[src/rtl/tlc_pkg.sv]
// Shared definitions for the traffic-light controller: state codes, lamp
// patterns, default intervals and state-to-lamp decoding.
package tlc_pkg;

  typedef enum logic [2:0] {
    S_MG1  = 3'd0,
    S_MG2  = 3'd1,
    S_MY   = 3'd2,
    S_WALK = 3'd3,
    S_SG   = 3'd4,
    S_SGX  = 3'd5,
    S_SY   = 3'd6
  } state_t;

  // Lamp vectors are {R,Y,G}.
  localparam logic [2:0] LAMP_R = 3'b100;
  localparam logic [2:0] LAMP_Y = 3'b010;
  localparam logic [2:0] LAMP_G = 3'b001;

  localparam int T_BASE_DEF  = 6;
  localparam int T_EXT_DEF   = 3;
  localparam int T_YEL_DEF   = 2;
  localparam int TIMER_W_DEF = 4;

  function automatic logic [2:0] main_lamp(input state_t s);
    case (s)
      S_MG1, S_MG2: return LAMP_G;
      S_MY:         return LAMP_Y;
      default:      return LAMP_R;
    endcase
  endfunction

  function automatic logic [2:0] side_lamp(input state_t s);
    case (s)
      S_SG, S_SGX: return LAMP_G;
      S_SY:        return LAMP_Y;
      default:     return LAMP_R;
    endcase
  endfunction

endpackage

[src/rtl/traffic_light_fsm_if.sv]
// Signal bundle between the traffic-light sequencer and its surroundings.
// Inputs are level signals sampled on the rising clock edge; outputs are registered.
interface traffic_light_fsm_if;
  logic       Tick;
  logic       Sensor;
  logic       WR;
  logic [2:0] Main_Light;
  logic [2:0] Side_Light;
  logic       Walk_Light;
  logic       WR_Reset;
  logic [2:0] State;

  modport master (
    output Tick, Sensor, WR,
    input  Main_Light, Side_Light, Walk_Light, WR_Reset, State
  );

  modport slave (
    input  Tick, Sensor, WR,
    output Main_Light, Side_Light, Walk_Light, WR_Reset, State
  );
endinterface

[src/rtl/interval_timer.sv]
// Down-counter of Tick pulses; expired marks the Tick that ends the interval.
// A load takes precedence over counting so a new interval starts cleanly.
module interval_timer
  import tlc_pkg::*;
#(
  parameter int                   TIMER_W     = TIMER_W_DEF,
  parameter logic [TIMER_W-1:0]   RESET_VALUE = '0
) (
  input  logic               clock,
  input  logic               Reset_n,
  input  logic               load,
  input  logic [TIMER_W-1:0] load_value,
  input  logic               Tick,
  output logic               expired
);

  logic [TIMER_W-1:0] count;

  assign expired = Tick && (count == '0);

  always_ff @(posedge clock or negedge Reset_n) begin
    if (!Reset_n) begin
      count <= RESET_VALUE;
    end else if (load) begin
      count <= load_value;
    end else if (Tick) begin
      count <= count - 1'b1;
    end
  end

endmodule

[src/rtl/traffic_light_fsm.sv]
// Main/side street light sequencer with sensor-driven phase lengths and an
// optional pedestrian walk phase that clears the walk register on entry.
module traffic_light_fsm
  import tlc_pkg::*;
#(
  parameter int T_BASE  = T_BASE_DEF,
  parameter int T_EXT   = T_EXT_DEF,
  parameter int T_YEL   = T_YEL_DEF,
  parameter int TIMER_W = TIMER_W_DEF
) (
  input logic                clock,
  input logic                Reset_n,
  traffic_light_fsm_if.slave bus
);

  state_t             state;
  state_t             next_state;
  logic               load;
  logic               expired;
  logic [TIMER_W-1:0] load_value;

  // Interval for the state being entered; MG2 length is chosen by the
  // Sensor value present on the edge that enters it.
  function automatic logic [TIMER_W-1:0] reload(input state_t s, input logic sensor);
    int d;
    case (s)
      S_MG2:         d = sensor ? T_EXT : T_BASE;
      S_MY, S_SY:    d = T_YEL;
      S_WALK, S_SGX: d = T_EXT;
      default:       d = T_BASE;
    endcase
    return TIMER_W'(d - 1);
  endfunction

  interval_timer #(
    .TIMER_W     (TIMER_W),
    .RESET_VALUE (TIMER_W'(T_BASE - 1))
  ) u_timer (
    .clock      (clock),
    .Reset_n    (Reset_n),
    .load       (load),
    .load_value (load_value),
    .Tick       (bus.Tick),
    .expired    (expired)
  );

  always_comb begin
    next_state = state;
    case (state)
      S_MG1:   if (expired) next_state = S_MG2;
      S_MG2:   if (expired) next_state = S_MY;
      S_MY:    if (expired) next_state = bus.WR ? S_WALK : S_SG;
      S_WALK:  if (expired) next_state = S_SG;
      S_SG:    if (expired) next_state = bus.Sensor ? S_SGX : S_SY;
      S_SGX:   if (expired) next_state = S_SY;
      S_SY:    if (expired) next_state = S_MG1;
      default: next_state = S_MG1;
    endcase
  end

  // Every transition is a state entry, so a change of state is the load.
  assign load       = (next_state != state);
  assign load_value = reload(next_state, bus.Sensor);

  always_ff @(posedge clock or negedge Reset_n) begin
    if (!Reset_n) begin
      state          <= S_MG1;
      bus.Main_Light <= LAMP_G;
      bus.Side_Light <= LAMP_R;
      bus.Walk_Light <= 1'b0;
      bus.WR_Reset   <= 1'b0;
    end else begin
      state          <= next_state;
      bus.Main_Light <= main_lamp(next_state);
      bus.Side_Light <= side_lamp(next_state);
      bus.Walk_Light <= (next_state == S_WALK);
      bus.WR_Reset   <= (next_state == S_WALK) && (state != S_WALK);
    end
  end

  assign bus.State = state;

endmodule
[src/flat_wrapper.sv]
// flat-port wrapper written by rule: the top's interface ports become plain ports
module traffic_light_fsm_flat import tlc_pkg::*;
#(
  parameter int T_BASE  = T_BASE_DEF,
  parameter int T_EXT   = T_EXT_DEF,
  parameter int T_YEL   = T_YEL_DEF,
  parameter int TIMER_W = TIMER_W_DEF
)
  (clock, Reset_n, bus_Tick, bus_Sensor, bus_WR, bus_Main_Light, bus_Side_Light, bus_Walk_Light, bus_WR_Reset, bus_State);
  traffic_light_fsm_if bus_i ();
  input logic clock;
  input logic Reset_n;
  input wire logic [$bits(bus_i.Tick)-1:0] bus_Tick;
  input wire logic [$bits(bus_i.Sensor)-1:0] bus_Sensor;
  input wire logic [$bits(bus_i.WR)-1:0] bus_WR;
  output wire logic [$bits(bus_i.Main_Light)-1:0] bus_Main_Light;
  output wire logic [$bits(bus_i.Side_Light)-1:0] bus_Side_Light;
  output wire logic [$bits(bus_i.Walk_Light)-1:0] bus_Walk_Light;
  output wire logic [$bits(bus_i.WR_Reset)-1:0] bus_WR_Reset;
  output wire logic [$bits(bus_i.State)-1:0] bus_State;
  assign bus_i.Tick = bus_Tick;
  assign bus_i.Sensor = bus_Sensor;
  assign bus_i.WR = bus_WR;
  assign bus_Main_Light = bus_i.Main_Light;
  assign bus_Side_Light = bus_i.Side_Light;
  assign bus_Walk_Light = bus_i.Walk_Light;
  assign bus_WR_Reset = bus_i.WR_Reset;
  assign bus_State = bus_i.State;
  traffic_light_fsm #(.T_BASE(T_BASE), .T_EXT(T_EXT), .T_YEL(T_YEL), .TIMER_W(TIMER_W)) u_core (.clock(clock), .Reset_n(Reset_n), .bus(bus_i));
endmodule
[config.mk]
export PLATFORM = sky130hd
export DESIGN_NAME = traffic_light_fsm_flat
export DESIGN_NICKNAME = d
export VERILOG_FILES = /design/src/rtl/tlc_pkg.sv /design/src/rtl/traffic_light_fsm_if.sv /design/src/rtl/interval_timer.sv /design/src/rtl/traffic_light_fsm.sv /design/src/flat_wrapper.sv
export SDC_FILE = /design/constraint.sdc
export NUM_CORES = 1
export LEC_CHECK = 0
export CORE_UTILIZATION = 49
export CTS_CLUSTER_DIAMETER = 50
export CTS_CLUSTER_SIZE = 24
export DETAILED_ROUTE_END_ITERATION = 12
export PLACE_DENSITY = 0.82
export SKIP_CTS_REPAIR_TIMING = 1
export SYNTH_ARGS = -nofsm -noshare
export SYNTH_HDL_FRONTEND = slang
export SYNTH_SLANG_ARGS = --single-unit
[constraint.sdc]
create_clock -name clock -period 2.3 [get_ports clock]
set_clock_uncertainty 0.05 [all_clocks]
set_input_delay 0.23 -clock clock [delete_from_list [all_inputs] [get_ports clock]]
set_output_delay 0.23 -clock clock [all_outputs]
set_load 0.05 [all_outputs]
[After elaboration in Yosys (flattened, before gate mapping)]
Index checks and enable logic that the tools add are counted.
Cells by class
  add/subtract/negate cells: 2
  reductions and logical operators: 10
  mux-type cells: 16
  equality and inequality tests: 14
Operators with widths (number)
  two-way mux 3 bit: 9
  case mux 3 bit (7 select lines): 1
  == test 3 bit (second input constant): 6
  == test 3 x 2 -> 1 bit (second input constant): 4
  case mux 3 bit (2 select lines): 2
  case mux 3 bit (3 select lines): 1
  two-way mux 4 bit: 2
  OR reduction 2 bit: 4
  == test 3 x 1 -> 1 bit (second input constant): 2
  logical NOT 3 bit: 2
  logical NOT 4 bit: 1
  subtractor 4 x 1 -> 4 bit (second input constant): 1
  subtractor 4 x 2 -> 4 bit (second input constant): 1
  != test 3 x 2 -> 1 bit (second input constant): 1
  != test 3 bit: 1
  logical AND 1 bit: 2
  two-way mux 2 bit: 1
  nonzero test 2 bit: 1
Word-level totals
  register bits after elaboration: 15
  input bits: 5

[Longest topological paths before layout]
  depth in word-level cells: 9
  mapped depth: 8
  mapped depth without buffers: 7

[Cells and area by module]
A second synthesis with hierarchy kept.
Unflattened totals
  cells, all modules: 88
  area total of the unflattened synthesis: 835.8 sq um
Modules (own cells, without submodules)
  traffic_light_fsm: cells each 64, times used 1, area an instance 590.6 sq um
  interval_timer: cells each 24, times used 1, area an instance 245.2 sq um

[Worst setup path before layout]
OpenSTA, ideal clock, no wires.
  path type: register to register
  start point: register u_core.u_timer.count[0]
  end point: register u_core.bus.Main_Light[2]
  path slack: 0.579 ns
  data arrival time: 1.540 ns
  required time: 2.119 ns
  stages on the path, launching flop included: 8
  period minus slack after synthesis: 1.721 ns
  path buffers: 1
  cell sequence: dfstp_2 > inv_1 > ha_1 > and4bb_1 > buf_6 > and3_4 > o22ai_4 > o21ai_1
On the way
  cells in the longest elaborated chain, start to end: 7
  elaborated cells on any way between the ends: 15
  classes of those cells: 2 x eq/ne; 9 x mux; 4 x reduce/logical
RTL lines
  start: declaration: line interval_timer.sv:17  | logic [TIMER_W-1:0] count;
  start signal: assignment: line interval_timer.sv:25  | count <= load_value;
  start signal: assignment: line interval_timer.sv:27  | count <= count - 1'b1;
  logical NOT 4 bit (*): line interval_timer.sv:19  | assign expired = Tick && (count == '0);
  logical AND 1 bit (*): line interval_timer.sv:19
  two-way mux 3 bit, or another cell as far along: line traffic_light_fsm.sv:56  | S_SY: if (expired) next_state = S_MG1;
  case mux 3 bit (7 select lines) (*): line traffic_light_fsm.sv:49  | case (state)
  == test 3 x 1 -> 1 bit or logical NOT 3 bit (tied branches): line tlc_pkg.sv:26  | case (s)
  OR reduction 2 bit: line tlc_pkg.sv:26
  case mux 3 bit (2 select lines) (*): line tlc_pkg.sv:26
  end signal: assignment: line traffic_light_fsm.sv:74  | bus.Main_Light <= main_lamp(next_state);
  end: declaration: line traffic_light_fsm_if.sv:20  | output Main_Light, Side_Light, Walk_Light, WR_Reset, State
Every way passes the cells marked *; elsewhere a longest branch is shown, timed or not.
A chain may end at the register's enable or synchronous reset.

[Worst setup path after layout]
  start point: register u_core.state[2], in the netlist u_core.bus.State[2]
  end point: output port bus_State[2]
RTL lines
  start: declaration: line traffic_light_fsm.sv:16  | state_t state;
  start signal: assignment: line traffic_light_fsm.sv:73  | state <= next_state;
  end: declaration: line flat_wrapper.sv:20  | output wire logic [$bits(bus_i.State)-1:0] bus_State;
No word-level cell between the ends.

==> results.md <==
- Clock Sink Count: 15
- Cts bufs inserted: 3
- Most used DFF post-synth: dfrtp_1
- Seq/Total Area, Yosys: 0.474
- Initial Utilization: 0.527
- Count of final hold-check violations: 0
- Crit path kind: reg2out
- Slowest stage delay, CP: 0.89 ns
- RSZ-0062 raised after global routing: no
- Share of cells above drive strength 1: 0.181
- Peak VDD IR: 854 uV
- FF-to-FF path depth: 6
- Iteration-0 DRC Markers: 17
- Leakage: 0.426 nW
- Outcome: finished, final reports clean
- Die height: 42.5 microns
- Routability cong.: 0.884
- Switching share of power: 0.488
- Sequential share of power: 0.351
- Global-route wire length before repair: 2470 microns
- DRC: 0
- Worst r2r dst: u_core.bus.Main_Light[2]$_DFF_PN0_
- Syn avg cell area: 10.2 sq um
- CP Data Arrival Time: 1.81 ns
- Post-synth top area share: 0.343
- Relative slew slack: 0.572
- Layout Nets: 102
- Crit start category: flop
- Fmax: 479 MHz
- Sw Pwr: 0.724 mW
- Antenna Nets Post-Route: 0
- Most frequent cell after synthesis: dfrtp_1
- Grt ovf: 0
- Net Count, Synth: 86
- WP data required: 2.02 ns
- Endpoint type of the worst setup path: output pin
- Total track usage: 0.190
- Mapped Cells: 79
- Combinational share of power: 0.548
- Die Width: 42.5 microns
- Final Critical Period: 2.09 ns
- Post-synth EDFFs: 0
- Worst-path cell chain: clkdlybuf4s50_1
- Pin count of the biggest net entering global routing: 16
- CP startpoint: u_core.bus.State[2]$_DFF_PN0_
- Synth cell types: 35
- I/O Pins: 16
- Initial antenna violation count: 0
- Delay-heaviest family, CP: buffers and inverters
- Share of synthesized registers carrying an async set or reset: 1.00
- Synth top area cells: dfrtp_1 34%, dfstp_2 13%, a21oi_1 3.7%
- Clock power share: 0.101
- Number of inserted diodes: 0
- Max-cap violations: 0
- Clock Pin Slew Worst Setup and Hold Paths: 0.09 ns
- Pre-Repair DR Iteration Count: 4
- Crit Path Max Fanout: 13
- DP HPWL: 1070 microns
- Worst flop-to-flop path startpoint: u_core.u_timer.count[0]$_DFFE_PN1P_
- Final number of setup-violating endpoints: 0
- Worst-margin pin slew: 0.639 ns
- H-tree depth: 1
- Vias per inst: 5.63
- Clk root buf: clkbuf_4
- Max stage delay cell, worst path: clkdlybuf4s50_1
- Layout fillers: 122
- Tcrit/Tclk final: 0.908
- Largest area contributor in the netlist: dfrtp_1
- Post-Synthesis Cell Area: 803 sq um
- Register bit total from synthesis: 15
- Worst path depth: 1
- Buffers on Ports: 15
- Drt total wl: 1480 microns
- Routed WL per cell: 13.5 microns
- Core Area: 0.00152 sq mm
- Reg2reg setup slack: 0.41 ns
- Clk buf depth: 2
- Rows: 14
- Setup Total Neg Slack: 0 ns
- Worst path bufs/invs: 1
- Number of global-route vias before repair: 570
- Post-synth top cells: 11 x dfrtp_1, 7 x nor2_1, 6 x a21oi_1, 6 x inv_1, 5 x nand2_1
- Final Power: 1.48 mW
- Slew Viols, Final: 0
- Synth Warn #: 0
- CTS tree: built
- Die footprint: 0.00181 sq mm
- Worst setup path end: bus_State[2]
- Int Power: 0.760 mW
- Total number of vias: 619
- PD cells: 1520 mW/mm^2
- Area Overhead vs Synth: 21.5%
- Clk_lat worst skew: 0.29 ns
- Hold Crit Class: in2async
-- cell families (layout without fill, tap and decap cells) --
group / Yosys count / count (layout) / synth area share
adders and majority gates: 2 / 2 / 0.0311
DFF: 15 / 15 / 0.474
xor gates and xnor gates: 1 / 1 / 0.0109
and+or+nand+nor: 29 / 29 / 0.212
buffers and inverters: 12 / 27 / 0.0670
AOI/OAI and AO/OA: 20 / 20 / 0.206
-- cell type report --
class | instances | area (sq um) | area share
clock buffer | 4 | 26.3 | 0.0269
sequential | 15 | 380 | 0.390
multi-input combinational | 52 | 369 | 0.378
inverter | 8 | 30.0 | 0.0308
timing repair buffer | 15 | 150 | 0.154
tap | 16 | 20.0 | 0.0205
-- layout by cell type, fill, tap and decap left out, types with 2 or more instances in the layout --
master | synthesis | final
clkdlybuf4s50_1 | 0 | 15
dfrtp_1 | 11 | 11
nor2_1 | 7 | 7
inv_1 | 6 | 6
a21oi_1 | 6 | 6
nand2_1 | 5 | 5
o21ai_1 | 4 | 4
dfstp_2 | 4 | 4
nand2b_1 | 3 | 3
nor3_1 | 3 | 3
clkbuf_4 | 0 | 3
inv_2 | 2 | 2
a211oi_2 | 2 | 2
nor2b_1 | 2 | 2
ha_1 | 2 | 2
-- layer usage --
metal  share of wire  GRT usage  vias up
li1                -          -      303
met1            0.49      0.237      291
met2            0.42      0.283       20
met3           0.055     0.0388        5
met4           0.034      0.150        0
met5               0          0        -
-- worst min-delay path by stage --
stage / start / end / cells after the start
finish: Reset_n / u_core.u_timer.count[3]$_DFFE_PN0P_ / 1
global route: Reset_n / u_core.u_timer.count[3]$_DFFE_PN0P_ / 1
global placement: u_core.u_timer.count[1]$_DFFE_PN0P_ / u_core.u_timer.count[1]$_DFFE_PN0P_ / 2
detailed placement: u_core.u_timer.count[1]$_DFFE_PN0P_ / u_core.u_timer.count[1]$_DFFE_PN0P_ / 2
CTS: Reset_n / u_core.u_timer.count[3]$_DFFE_PN0P_ / 1
floorplan: Reset_n / u_core.bus.Main_Light[1]$_DFF_PN0_ / 0
-- power groups by stage --
stage / registers (mW) / logic (mW) / clock network (mW)
2_1_floorplan: 0.695 / 0.425 / 0
3_3_place_gp: 0.520 / 0.795 / 0
3_5_place_dp: 0.523 / 0.810 / 0
4_1_cts: 0.518 / 0.812 / 0.156
5_1_grt: 0.539 / 0.864 / 0.162
6_report: 0.521 / 0.813 / 0.150
-- sequential cells by signal, indices dropped and copies added, names as in the netlist --
signal	flops
u_core.bus.Side_Light	3
u_core.bus.Main_Light	3
u_core.u_timer.count	4
u_core.bus.Walk_Light	1
u_core.bus.WR_Reset	1
u_core.bus.State	3
-- per-stage QoR --
step / utilization / worst slack, ns / area, sq um / hold slack (ns) / instances
after global placement: 0.623 / 0.413 / 950 / 0.461 / 106
after CTS: 0.640 / 0.199 / 976 / 0.296 / 110
final: 0.640 / 0.211 / 976 / 0.277 / 110
after floorplan: - / 0.579 / 803 / -0.116 / 79
after detailed placement: 0.623 / 0.357 / 950 / 0.498 / 106
after global routing: 0.640 / 0.142 / 976 / 0.320 / 110
(Power assumes the default switching activity.)
